==> config.mk <==
export PLATFORM = sky130hd
export DESIGN_NAME = mem_wb
export DESIGN_NICKNAME = d
export VERILOG_FILES = /design/src/rtl/mem_wb_pkg.sv /design/src/rtl/mem_wb_load_store_align.sv /design/src/rtl/mem_wb.sv
export SDC_FILE = /design/constraint.sdc
export NUM_CORES = 1
export LEC_CHECK = 0
export BUFFER_PORTS_ARGS = -buffer_cell sky130_fd_sc_hd__buf_4
export CORE_ASPECT_RATIO = 0.75
export CORE_UTILIZATION = 42
export DETAILED_ROUTE_END_ITERATION = 12
export PLACE_DENSITY = 0.66
export SLEW_MARGIN = 20
export SYNTH_ARGS = -nofsm -noshare
export SYNTH_HDL_FRONTEND = slang
export SYNTH_HIERARCHICAL = 1
export SYNTH_SLANG_ARGS = --single-unit
==> constraint.sdc <==
create_clock -name clk -period 5.8 [get_ports clk]
set_input_delay 0.87 -clock clk [delete_from_list [all_inputs] [get_ports clk]]
set_output_delay 0.87 -clock clk [all_outputs]
set_load 0.03 [all_outputs]
==> src/rtl/mem_wb_pkg.sv <==
// Shared opcode encodings, FSM states and decode helpers for the MEM/WB stage.
// No logic of its own: only types, constants and pure functions.
// Imported by mem_wb and its load/store alignment sub-module.
package mem_wb_pkg;

  localparam int MEM_OP_W      = 4;
  localparam int DEST_SRC_W    = 2;
  localparam int DEF_ADDR_W    = 32;
  localparam int DEF_WORD_W    = 32;
  localparam int DEF_REG_IDX_W = 5;

  typedef enum logic [MEM_OP_W-1:0] {
    MEM_NONE = 4'd0,
    MEM_LB   = 4'd1,
    MEM_LH   = 4'd2,
    MEM_LW   = 4'd3,
    MEM_LBU  = 4'd4,
    MEM_LHU  = 4'd5,
    MEM_SB   = 4'd6,
    MEM_SH   = 4'd7,
    MEM_SW   = 4'd8
  } mem_op_e;

  typedef enum logic [DEST_SRC_W-1:0] {
    DEST_NONE = 2'd0,
    DEST_ALU  = 2'd1,
    DEST_MEM  = 2'd2,
    DEST_PC4  = 2'd3
  } dest_src_e;

  typedef enum logic {
    ST_IDLE = 1'b0,
    ST_BUSY = 1'b1
  } state_e;

  function automatic logic op_is_load(input logic [MEM_OP_W-1:0] op);
    return op inside {MEM_LB, MEM_LH, MEM_LW, MEM_LBU, MEM_LHU};
  endfunction

  function automatic logic op_is_store(input logic [MEM_OP_W-1:0] op);
    return op inside {MEM_SB, MEM_SH, MEM_SW};
  endfunction

endpackage

==> src/rtl/mem_wb_load_store_align.sv <==
// Byte-lane steering: store enables/replication, misalignment check, load extract/extend.
// Purely combinational, zero latency.
// No flow control; the parent decides when the results are used.
module mem_wb_load_store_align
  import mem_wb_pkg::*;
(
  input  logic [MEM_OP_W-1:0] st_op_i,
  input  logic [1:0]          st_addr_lo_i,
  input  logic [31:0]         st_data_i,
  input  logic [MEM_OP_W-1:0] ld_op_i,
  input  logic [1:0]          ld_addr_lo_i,
  input  logic [31:0]         rdata_i,
  output logic [3:0]          be_o,
  output logic [31:0]         wdata_o,
  output logic                misaligned_o,
  output logic [31:0]         ld_data_o
);

  logic [7:0]  ld_byte;
  logic [15:0] ld_half;

  // Request side: byte enables, replicated write data and alignment check for the incoming op.
  always_comb begin
    be_o         = 4'b0000;
    wdata_o      = st_data_i;
    misaligned_o = 1'b0;
    case (st_op_i)
      MEM_SB: begin
        be_o    = 4'b0001 << st_addr_lo_i;
        wdata_o = {4{st_data_i[7:0]}};
      end
      MEM_SH: begin
        be_o         = 4'b0011 << {st_addr_lo_i[1], 1'b0};
        wdata_o      = {2{st_data_i[15:0]}};
        misaligned_o = st_addr_lo_i[0];
      end
      MEM_SW: begin
        be_o         = 4'b1111;
        misaligned_o = |st_addr_lo_i;
      end
      MEM_LH, MEM_LHU: misaligned_o = st_addr_lo_i[0];
      MEM_LW:          misaligned_o = |st_addr_lo_i;
      default: ;
    endcase
  end

  // Response side: pick the addressed lane of the read word and extend it.
  always_comb begin
    case (ld_addr_lo_i)
      2'd0:    ld_byte = rdata_i[7:0];
      2'd1:    ld_byte = rdata_i[15:8];
      2'd2:    ld_byte = rdata_i[23:16];
      default: ld_byte = rdata_i[31:24];
    endcase
    ld_half = ld_addr_lo_i[1] ? rdata_i[31:16] : rdata_i[15:0];
    case (ld_op_i)
      MEM_LB:  ld_data_o = {{24{ld_byte[7]}}, ld_byte};
      MEM_LBU: ld_data_o = {24'd0, ld_byte};
      MEM_LH:  ld_data_o = {{16{ld_half[15]}}, ld_half};
      MEM_LHU: ld_data_o = {16'd0, ld_half};
      default: ld_data_o = rdata_i;
    endcase
  end

endmodule

==> src/rtl/mem_wb.sv <==
// Memory-access + writeback stage: issues load/store on a req/ack bus, writes the register file.
// Non-memory ops write back 1 cycle after acceptance; loads 1 cycle after the ack edge.
// o_stall holds upstream while a bus transaction waits for ack (or a deferred writeback drains).
module mem_wb
  import mem_wb_pkg::*;
#(
  parameter int ADDR_W    = DEF_ADDR_W,
  parameter int WORD_W    = DEF_WORD_W,
  parameter int REG_IDX_W = DEF_REG_IDX_W
) (
  input  logic                  clk,
  input  logic                  aresetn,
  input  logic                  clr,
  input  logic [ADDR_W-1:0]     i_pc,
  input  logic [WORD_W-1:0]     i_alu_result,
  input  logic [WORD_W-1:0]     i_store_data,
  input  logic [MEM_OP_W-1:0]   i_mem_op,
  input  logic [DEST_SRC_W-1:0] i_dest_src,
  input  logic [REG_IDX_W-1:0]  i_dest_reg,
  output logic                  o_stall,
  output logic                  o_mem_req,
  output logic                  o_mem_we,
  output logic [ADDR_W-1:0]     o_mem_addr,
  output logic [3:0]            o_mem_be,
  output logic [WORD_W-1:0]     o_mem_wdata,
  input  logic                  i_mem_ack,
  input  logic [WORD_W-1:0]     i_mem_rdata,
  output logic                  o_wb_dest_en,
  output logic [REG_IDX_W-1:0]  o_wb_dest_reg,
  output logic [WORD_W-1:0]     o_wb_dest_data,
  output logic                  o_fault
);

  state_e                state_q, state_d;
  logic                  req_q, req_d, we_q, we_d, kill_q, kill_d, fault_q, fault_d;
  logic [ADDR_W-1:0]     addr_q, addr_d;
  logic [3:0]            be_q, be_d;
  logic [WORD_W-1:0]     wdata_q, wdata_d;
  logic [MEM_OP_W-1:0]   op_q, op_d;
  logic [1:0]            lo_q, lo_d;
  logic                  ld_en_q, ld_en_d;
  logic [REG_IDX_W-1:0]  ld_reg_q, ld_reg_d;
  logic                  wb_en_q, wb_en_d, dfr_en_q, dfr_en_d;
  logic [REG_IDX_W-1:0]  wb_reg_q, wb_reg_d, dfr_reg_q, dfr_reg_d;
  logic [WORD_W-1:0]     wb_data_q, wb_data_d, dfr_data_q, dfr_data_d;

  logic                  busy, take, in_mem, start, done, nw_en, lw_en;
  logic [WORD_W-1:0]     nw_data;
  logic [3:0]            al_be;
  logic [WORD_W-1:0]     al_wdata, al_ld_data;
  logic                  al_mis;

  mem_wb_load_store_align u_align (
    .st_op_i      (i_mem_op),
    .st_addr_lo_i (i_alu_result[1:0]),
    .st_data_i    (i_store_data),
    .ld_op_i      (op_q),
    .ld_addr_lo_i (lo_q),
    .rdata_i      (i_mem_rdata),
    .be_o         (al_be),
    .wdata_o      (al_wdata),
    .misaligned_o (al_mis),
    .ld_data_o    (al_ld_data)
  );

  // A non-memory op accepted on the ack edge of a load collides with the load's
  // writeback; it is parked in the deferred slot and upstream is held one extra cycle.
  assign busy    = (state_q == ST_BUSY);
  assign o_stall = (busy & ~i_mem_ack) | dfr_en_q;
  assign take    = ~o_stall & ~clr;
  assign in_mem  = (i_mem_op != MEM_NONE);
  assign start   = take & in_mem & ~al_mis;
  assign done    = busy & i_mem_ack;
  assign nw_en   = take & ~in_mem & (i_dest_reg != '0) &
                   ((i_dest_src == DEST_ALU) | (i_dest_src == DEST_PC4));
  assign nw_data = (i_dest_src == DEST_PC4) ? WORD_W'(i_pc + ADDR_W'(4)) : i_alu_result;
  assign lw_en   = done & ld_en_q & ~kill_q & ~clr;

  // Next state, bus request latching and writeback selection.
  always_comb begin
    state_d    = state_q;
    req_d      = req_q;
    we_d       = we_q;
    addr_d     = addr_q;
    be_d       = be_q;
    wdata_d    = wdata_q;
    op_d       = op_q;
    lo_d       = lo_q;
    ld_en_d    = ld_en_q;
    ld_reg_d   = ld_reg_q;
    kill_d     = kill_q;
    fault_d    = take & in_mem & al_mis;
    wb_en_d    = 1'b0;
    wb_reg_d   = wb_reg_q;
    wb_data_d  = wb_data_q;
    dfr_en_d   = dfr_en_q;
    dfr_reg_d  = dfr_reg_q;
    dfr_data_d = dfr_data_q;

    if (start) begin
      state_d  = ST_BUSY;
      req_d    = 1'b1;
      we_d     = op_is_store(i_mem_op);
      addr_d   = {i_alu_result[ADDR_W-1:2], 2'b00};
      be_d     = al_be;
      wdata_d  = al_wdata;
      op_d     = i_mem_op;
      lo_d     = i_alu_result[1:0];
      ld_en_d  = op_is_load(i_mem_op) & (i_dest_src != DEST_NONE) & (i_dest_reg != '0);
      ld_reg_d = i_dest_reg;
      kill_d   = 1'b0;
    end else if (done) begin
      state_d = ST_IDLE;
      req_d   = 1'b0;
    end else if (busy && clr) begin
      kill_d = 1'b1;
    end

    if (lw_en) begin
      wb_en_d   = 1'b1;
      wb_reg_d  = ld_reg_q;
      wb_data_d = al_ld_data;
      if (nw_en) begin
        dfr_en_d   = 1'b1;
        dfr_reg_d  = i_dest_reg;
        dfr_data_d = nw_data;
      end
    end else if (nw_en) begin
      wb_en_d   = 1'b1;
      wb_reg_d  = i_dest_reg;
      wb_data_d = nw_data;
    end else if (dfr_en_q) begin
      wb_en_d   = ~clr;
      wb_reg_d  = dfr_reg_q;
      wb_data_d = dfr_data_q;
      dfr_en_d  = 1'b0;
    end
  end

  // FSM state register; reset abandons any outstanding transaction.
  always_ff @(posedge clk or negedge aresetn) begin
    if (!aresetn) state_q <= ST_IDLE;
    else          state_q <= state_d;
  end

  // Bus, pending-load and writeback registers.
  always_ff @(posedge clk or negedge aresetn) begin
    if (!aresetn) begin
      req_q <= 1'b0; we_q <= 1'b0; addr_q <= '0; be_q <= '0; wdata_q <= '0;
      op_q <= '0; lo_q <= '0; ld_en_q <= 1'b0; ld_reg_q <= '0; kill_q <= 1'b0;
      fault_q <= 1'b0; wb_en_q <= 1'b0; wb_reg_q <= '0; wb_data_q <= '0;
      dfr_en_q <= 1'b0; dfr_reg_q <= '0; dfr_data_q <= '0;
    end else begin
      req_q <= req_d; we_q <= we_d; addr_q <= addr_d; be_q <= be_d; wdata_q <= wdata_d;
      op_q <= op_d; lo_q <= lo_d; ld_en_q <= ld_en_d; ld_reg_q <= ld_reg_d; kill_q <= kill_d;
      fault_q <= fault_d; wb_en_q <= wb_en_d; wb_reg_q <= wb_reg_d; wb_data_q <= wb_data_d;
      dfr_en_q <= dfr_en_d; dfr_reg_q <= dfr_reg_d; dfr_data_q <= dfr_data_d;
    end
  end

  assign o_mem_req      = req_q;
  assign o_mem_we       = we_q;
  assign o_mem_addr     = addr_q;
  assign o_mem_be       = be_q;
  assign o_mem_wdata    = wdata_q;
  assign o_wb_dest_en   = wb_en_q;
  assign o_wb_dest_reg  = wb_reg_q;
  assign o_wb_dest_data = wb_data_q;
  assign o_fault        = fault_q;

endmodule

* Yosys cells after proc, flatten, opt, wreduce, memory -nomap -nowiden *
Cells that the tools add are included.
Widths: inputs -> output; s select.

operators by class
  $add $sub $neg = 1
  equality and inequality tests = 19
  shifts and indexed selects = 2
  muxes and demuxes = 24
  bitwise logic cells = 22
  reduce and logical (&&, ||, !) cells = 16

operators by type and width
  cell                   number
  $mux 32                4
  $pmux 32 s4            1
  $pmux 32 s2            1
  $add 32x3->32 const B  1
  $eq 4x3->1 const B     6
  $pmux 8 s3             1
  $mux 16                1
  $mux 5                 3
  $and 1x1->1            14
  $eq 4x2->1 const B     3
  $pmux 4 s3             1
  $mux 1                 11
  $reduce_bool 5->1      2
  $eq 4x1->1 const B     2
  $not 1->1              6
  $reduce_and 2->1       3
  $reduce_bool 2->1      3
  $reduce_bool 3->1      2
  $eq 2x1->1 const B     2
  $eq 2x2->1 const B     2
  $eq 4x4->1 const B     1
  $ne 2x2->1 const B     2
  $reduce_bool 4->1      1
  $reduce_or 2->1        2
  other kinds (8)        9

word-level totals
  flip-flop bits (word level) = 158
  input port bits = 143
  output and inout port bits = 110

* Depth between registers and ports, before layout *
  depth after elaboration = 10
  mapped depth = 11
  depth with buffers taken out = 8

* Cells and area by module *
The synthesis kept the hierarchy.

by module, submodules not included
  module                   instances  cells an instance  area an instance (um2)  seq. area each (um2)
  mem_wb                   1          697                7786.2                  3953.8
  mem_wb_load_store_align  1          174                1437.6                  0.0

* Worst setup path after synthesis *
No wires, ideal clock.

  kind = input port to flip-flop
  start = input clr
  end = register dfr_data_q[26]
  arrival = 3003 ps
  required time = 5666 ps
  setup slack = 2662 ps
  cell stages on the path = 8
  path buffers = 4
  cell sequence = or4b_2 -> clkbuf_1 -> clkinv_1 -> clkbuf_1 -> ha_1 -> buf_1 -> clkbuf_1 -> o22ai_1

between the ends
  longest elaborated chain between the ends = 6
  elaborated cells between the ends (all ways) = 7
  those cells by class = bitwise: 6; reduce/logical: 1

RTL lines
  what                            line                        source
  from (decl)                     mem_wb.sv:13                input logic clr,
  $not 1->1 (*)                   mem_wb.sv:70, mem_wb.sv:77
  $and 1x1->1                     mem_wb.sv:70                assign take = ~o_stall & ~clr;
  $and 1x1->1 (3 in a row)        mem_wb.sv:74                assign nw_en = take & ~in_mem & (i_dest_reg != '0) &
  $reduce_and 2->1 (no line) (*)  --
  to (signal assigned)            mem_wb.sv:157               dfr_en_q <= dfr_en_d; dfr_reg_q <= dfr_reg_d; dfr_data_q <= dfr_data_d;
  to (decl)                       mem_wb.sv:45                logic [WORD_W-1:0] wb_data_q, wb_data_d, dfr_data_q, dfr_data_d;

Every way passes the cells marked *; elsewhere a longest branch is shown, timed or not.
A chain may end at the register's enable or synchronous reset.

* Worst setup path after layout *
  start = input i_mem_op[0]
  end = register dfr_data_q[28]

between the ends
  longest elaborated chain between the ends = 6

RTL lines
  what                        line          source
  from (decl)                 mem_wb.sv:17  input logic [MEM_OP_W-1:0] i_mem_op,
  $reduce_bool 4->1           mem_wb.sv:71  assign in_mem = (i_mem_op != MEM_NONE);
  $not 1->1                   mem_wb.sv:74
  $and 1x1->1 (3 in a row)    mem_wb.sv:74
  $reduce_and 2->1 (no line)  --

No other way between the ends.

==> impl_metrics.toml <==
[run_status]
status = "complete, no violations"

[route]
drc = 0
top_layer = "met4"
num_vias = 7972
wire_per_inst_um = 20.6
dr_wl_met3_um = 2460
wl_met2_um = 12400
dr.pass1.iters = 5
drt-vias-per-instance = 5.77
wl_um = 28400
drtIter0Drc = 906
met1_length_um = 13300
postRouteAntennaNets = 0

[clock_tree]
root_buffer = "clkbuf_16"
clock_path_buffers = 2
clk_pin_slew_ns = 0.06
clock_sinks = 158
cts_setup_buffers = 0
htreeDepth = 4
cts_resized = 0
insertion_delay_ns = 0.43
cts_buffers = 17
holdBufCountCts = 0
cts_tree = "built"

[power_and_ir_drop]
p_seq_frac = 0.345
power_leakage_uw = 0.00538
internal_power_uw = 2860
p_sw_frac = 0.368
comb_power_share = 0.384
p_clk_frac = 0.271
power_uw = 4520
ir_drop_uv = 236
power.switching_uw = 1660
p_per_area_nw_per_um2 = 384

[placed_design]
hpwl_um = 20600
portBuffers = 250
placed_area_um2 = 11100
dp.cells = 1351
place.gp.congestion = 0.926

[timing]
min_period_over_period = 0.588
finalSetupViolCount = 0
tightest_slew_ns = 1.12
finalSetupTns_ns = 0
timing.final.max_slew_violations = 0
skew_ns = 0.00754
finalHoldViolCount = 0
grt_setup_unrepaired = "no"
fmax_ghz = 0.293
period_minus_slack_ns = 3.41
holdWs_ns = 0.503
slew_headroom = 0.243

[synth]
yosysMostFrequentCell = "dfrtp_1"
synth_top_area_cell = "dfrtp_1"
ys_types = 78
synth_top_area_frac = 0.429
yosys_most_used_dff = "dfrtp_1"
synth_warnings = 6
async_flop_share = 1.00
avgSynthCellArea_um2 = 10.6
synth.top_cells.by_count = "dfrtp_1, mux2_2, o21ai_0"
synth_cells = 871
synth_edf_count = 0
yosysSeqAreaShare = 0.429
synthTopCellsByArea = "dfrtp_1, mux2_2, o21ai_0, mux2i_1, nand2_1"
ys_seq_elements = 158
synth_area_um2 = 9220

[grt]
grt_max_degree = 84
grt_pass1_vias = 7381
grt_pass1_wl_um = 43100
globalRouteOverflowTotal = 0
antenna_found_initial = 0
grt_usage = 0.249

[layout]
antenna_cells = 0
stdcell_count = 1381
layout-drive-gt1-share = 0.421
area.sequential_um2 = 3960
nFillCells = 1913
final_nets = 1227
multiInputGateArea_um2 = 4770
syn_to_final_growth_pct = 27.6
fin_area_um2 = 11800

[setup_path]
crit_family = "simple AND/OR/NAND/NOR gates"
cp_slowest_stage_delay_ns = 0.93
start_kind = "primary input"
end_kind = "register"
cp-startpoint = "i_mem_op[0]"
worstSetupPathType = "primary input to register"
cp_num_cells = 7
cp_max_fo = 49
r2r-start = "o_mem_req"
critPathSlowestCell = "ha_2"
worstPathRequired_ns = 6.10
crit_path_end = "dfr_data_q[28]"
arrival_ns = 3.71
crit_chain = "buf_4 > or3_4 > nor4_4 > nand2_4 > inv_2 > ha_2 > mux2_2"
reg2reg_to = "dfr_data_q[28]"
reg2reg_depth = 6
r2r_slack_ns = 2.82
critPathBufInv = 2

[floorplan]
die_area_um2 = 22600
ios = 253
die_x_um = 173
die_h_um = 130
rows = 46
core_area_um2 = 21400
start_util = 0.432

[hold_path]
min_path_type = "primary input to async pin"

[run]
maxCapViolCount = 0
stage by stage:
stage / utilization / worst slack [ns]
after floorplan: - / 2.66
after global placement: 0.521 / 2.02
after detailed placement: 0.521 / 1.95
after CTS: 0.551 / 2.38
after global routing: 0.551 / 2.28
final: 0.551 / 2.39
worst min-delay path by stage:
stage                     end          start  slack (ns)  depth (start not counted)
5_1_grt         dfr_data_q[5]  dfr_data_q[5]        0.52                          1
3_5_place_dp          ld_en_q        ld_en_q        0.47                          2
3_3_place_gp          ld_en_q        ld_en_q        0.46                          2
2_1_floorplan         ld_en_q        ld_en_q        0.44                          2
6_report       o_mem_addr[10]        aresetn        0.50                          1
4_1_cts         dfr_data_q[5]  dfr_data_q[5]        0.50                          1
layout make-up:
type / instances / area share
Inverter: 22 / 0.00702
Multi-Input combinational cell: 622 / 0.406
Clock inverter: 11 / 0.0162
Clock buffer: 19 / 0.0376
Timing Repair Buffer: 261 / 0.167
Sequential cell: 158 / 0.336
Tap cell: 288 / 0.0306
cell usage in the layout (no fill, tap or decap), types with 6 or more instances in the layout:
cell type,count
o21ai_0,62
nand2_1,55
nor3_1,16
dfrtp_1,157
a31oi_1,15
nor4_1,10
and3_1,6
o211a_1,7
nand3_1,30
or4_1,7
a21oi_1,23
mux4_1,7
a21o_2,6
inv_1,20
nand2b_1,6
o31ai_1,10
a221oi_1,8
clkbuf_16,17
o221a_2,7
nand4_1,10
o211ai_1,13
xor2_1,8
nor2_1,52
or3_1,6
buf_4,260
mux2i_1,21
o311ai_0,6
xnor2_1,8
mux2_2,131
a21o_1,11
a211oi_1,6
o22ai_1,6
power by group through the flow:
stage	logic, uW	registers [uW]	clock network [uW]
final	1730	1560	1230
after global routing	1840	1590	1290
after CTS	1740	1550	1240
after detailed placement	1730	1570	0
after global placement	1710	1570	0
after floorplan	623	1970	0
routing by layer:
metal  vias to the layer above  GRT usage
met3                        13     0.0463
met2                       347      0.366
met1                      3930      0.380
met4                         0     0.0541
met5                         -          0
li1                       3682          -
cell families (layout without fill, tap and decap cells):
| group | count (synthesis) | after routing | share of synthesized area |
|---|---|---|---|
| simple gates | 225 | 225 | 0.128 |
| fa+ha+maj | 2 | 2 | 0.00271 |
| buf+inv | 92 | 313 | 0.0563 |
| xor+xnor | 16 | 16 | 0.0152 |
| flops | 158 | 158 | 0.429 |
| compound gates | 217 | 217 | 0.164 |
| mux | 160 | 160 | 0.205 |
| other cells | 1 | 2 | 0.000407 |
worst reg2reg max path, delay by kind of cell, from the launching register on:
kind | cells | cell delay (ns)
mux | 1 | 0.45
buf+inv | 1 | 0.14
fa+ha+maj | 1 | 0.93
flops | 1 | 0.38
simple gates | 3 | 0.96
No activity file was read; power rests on OpenSTA's default activity.
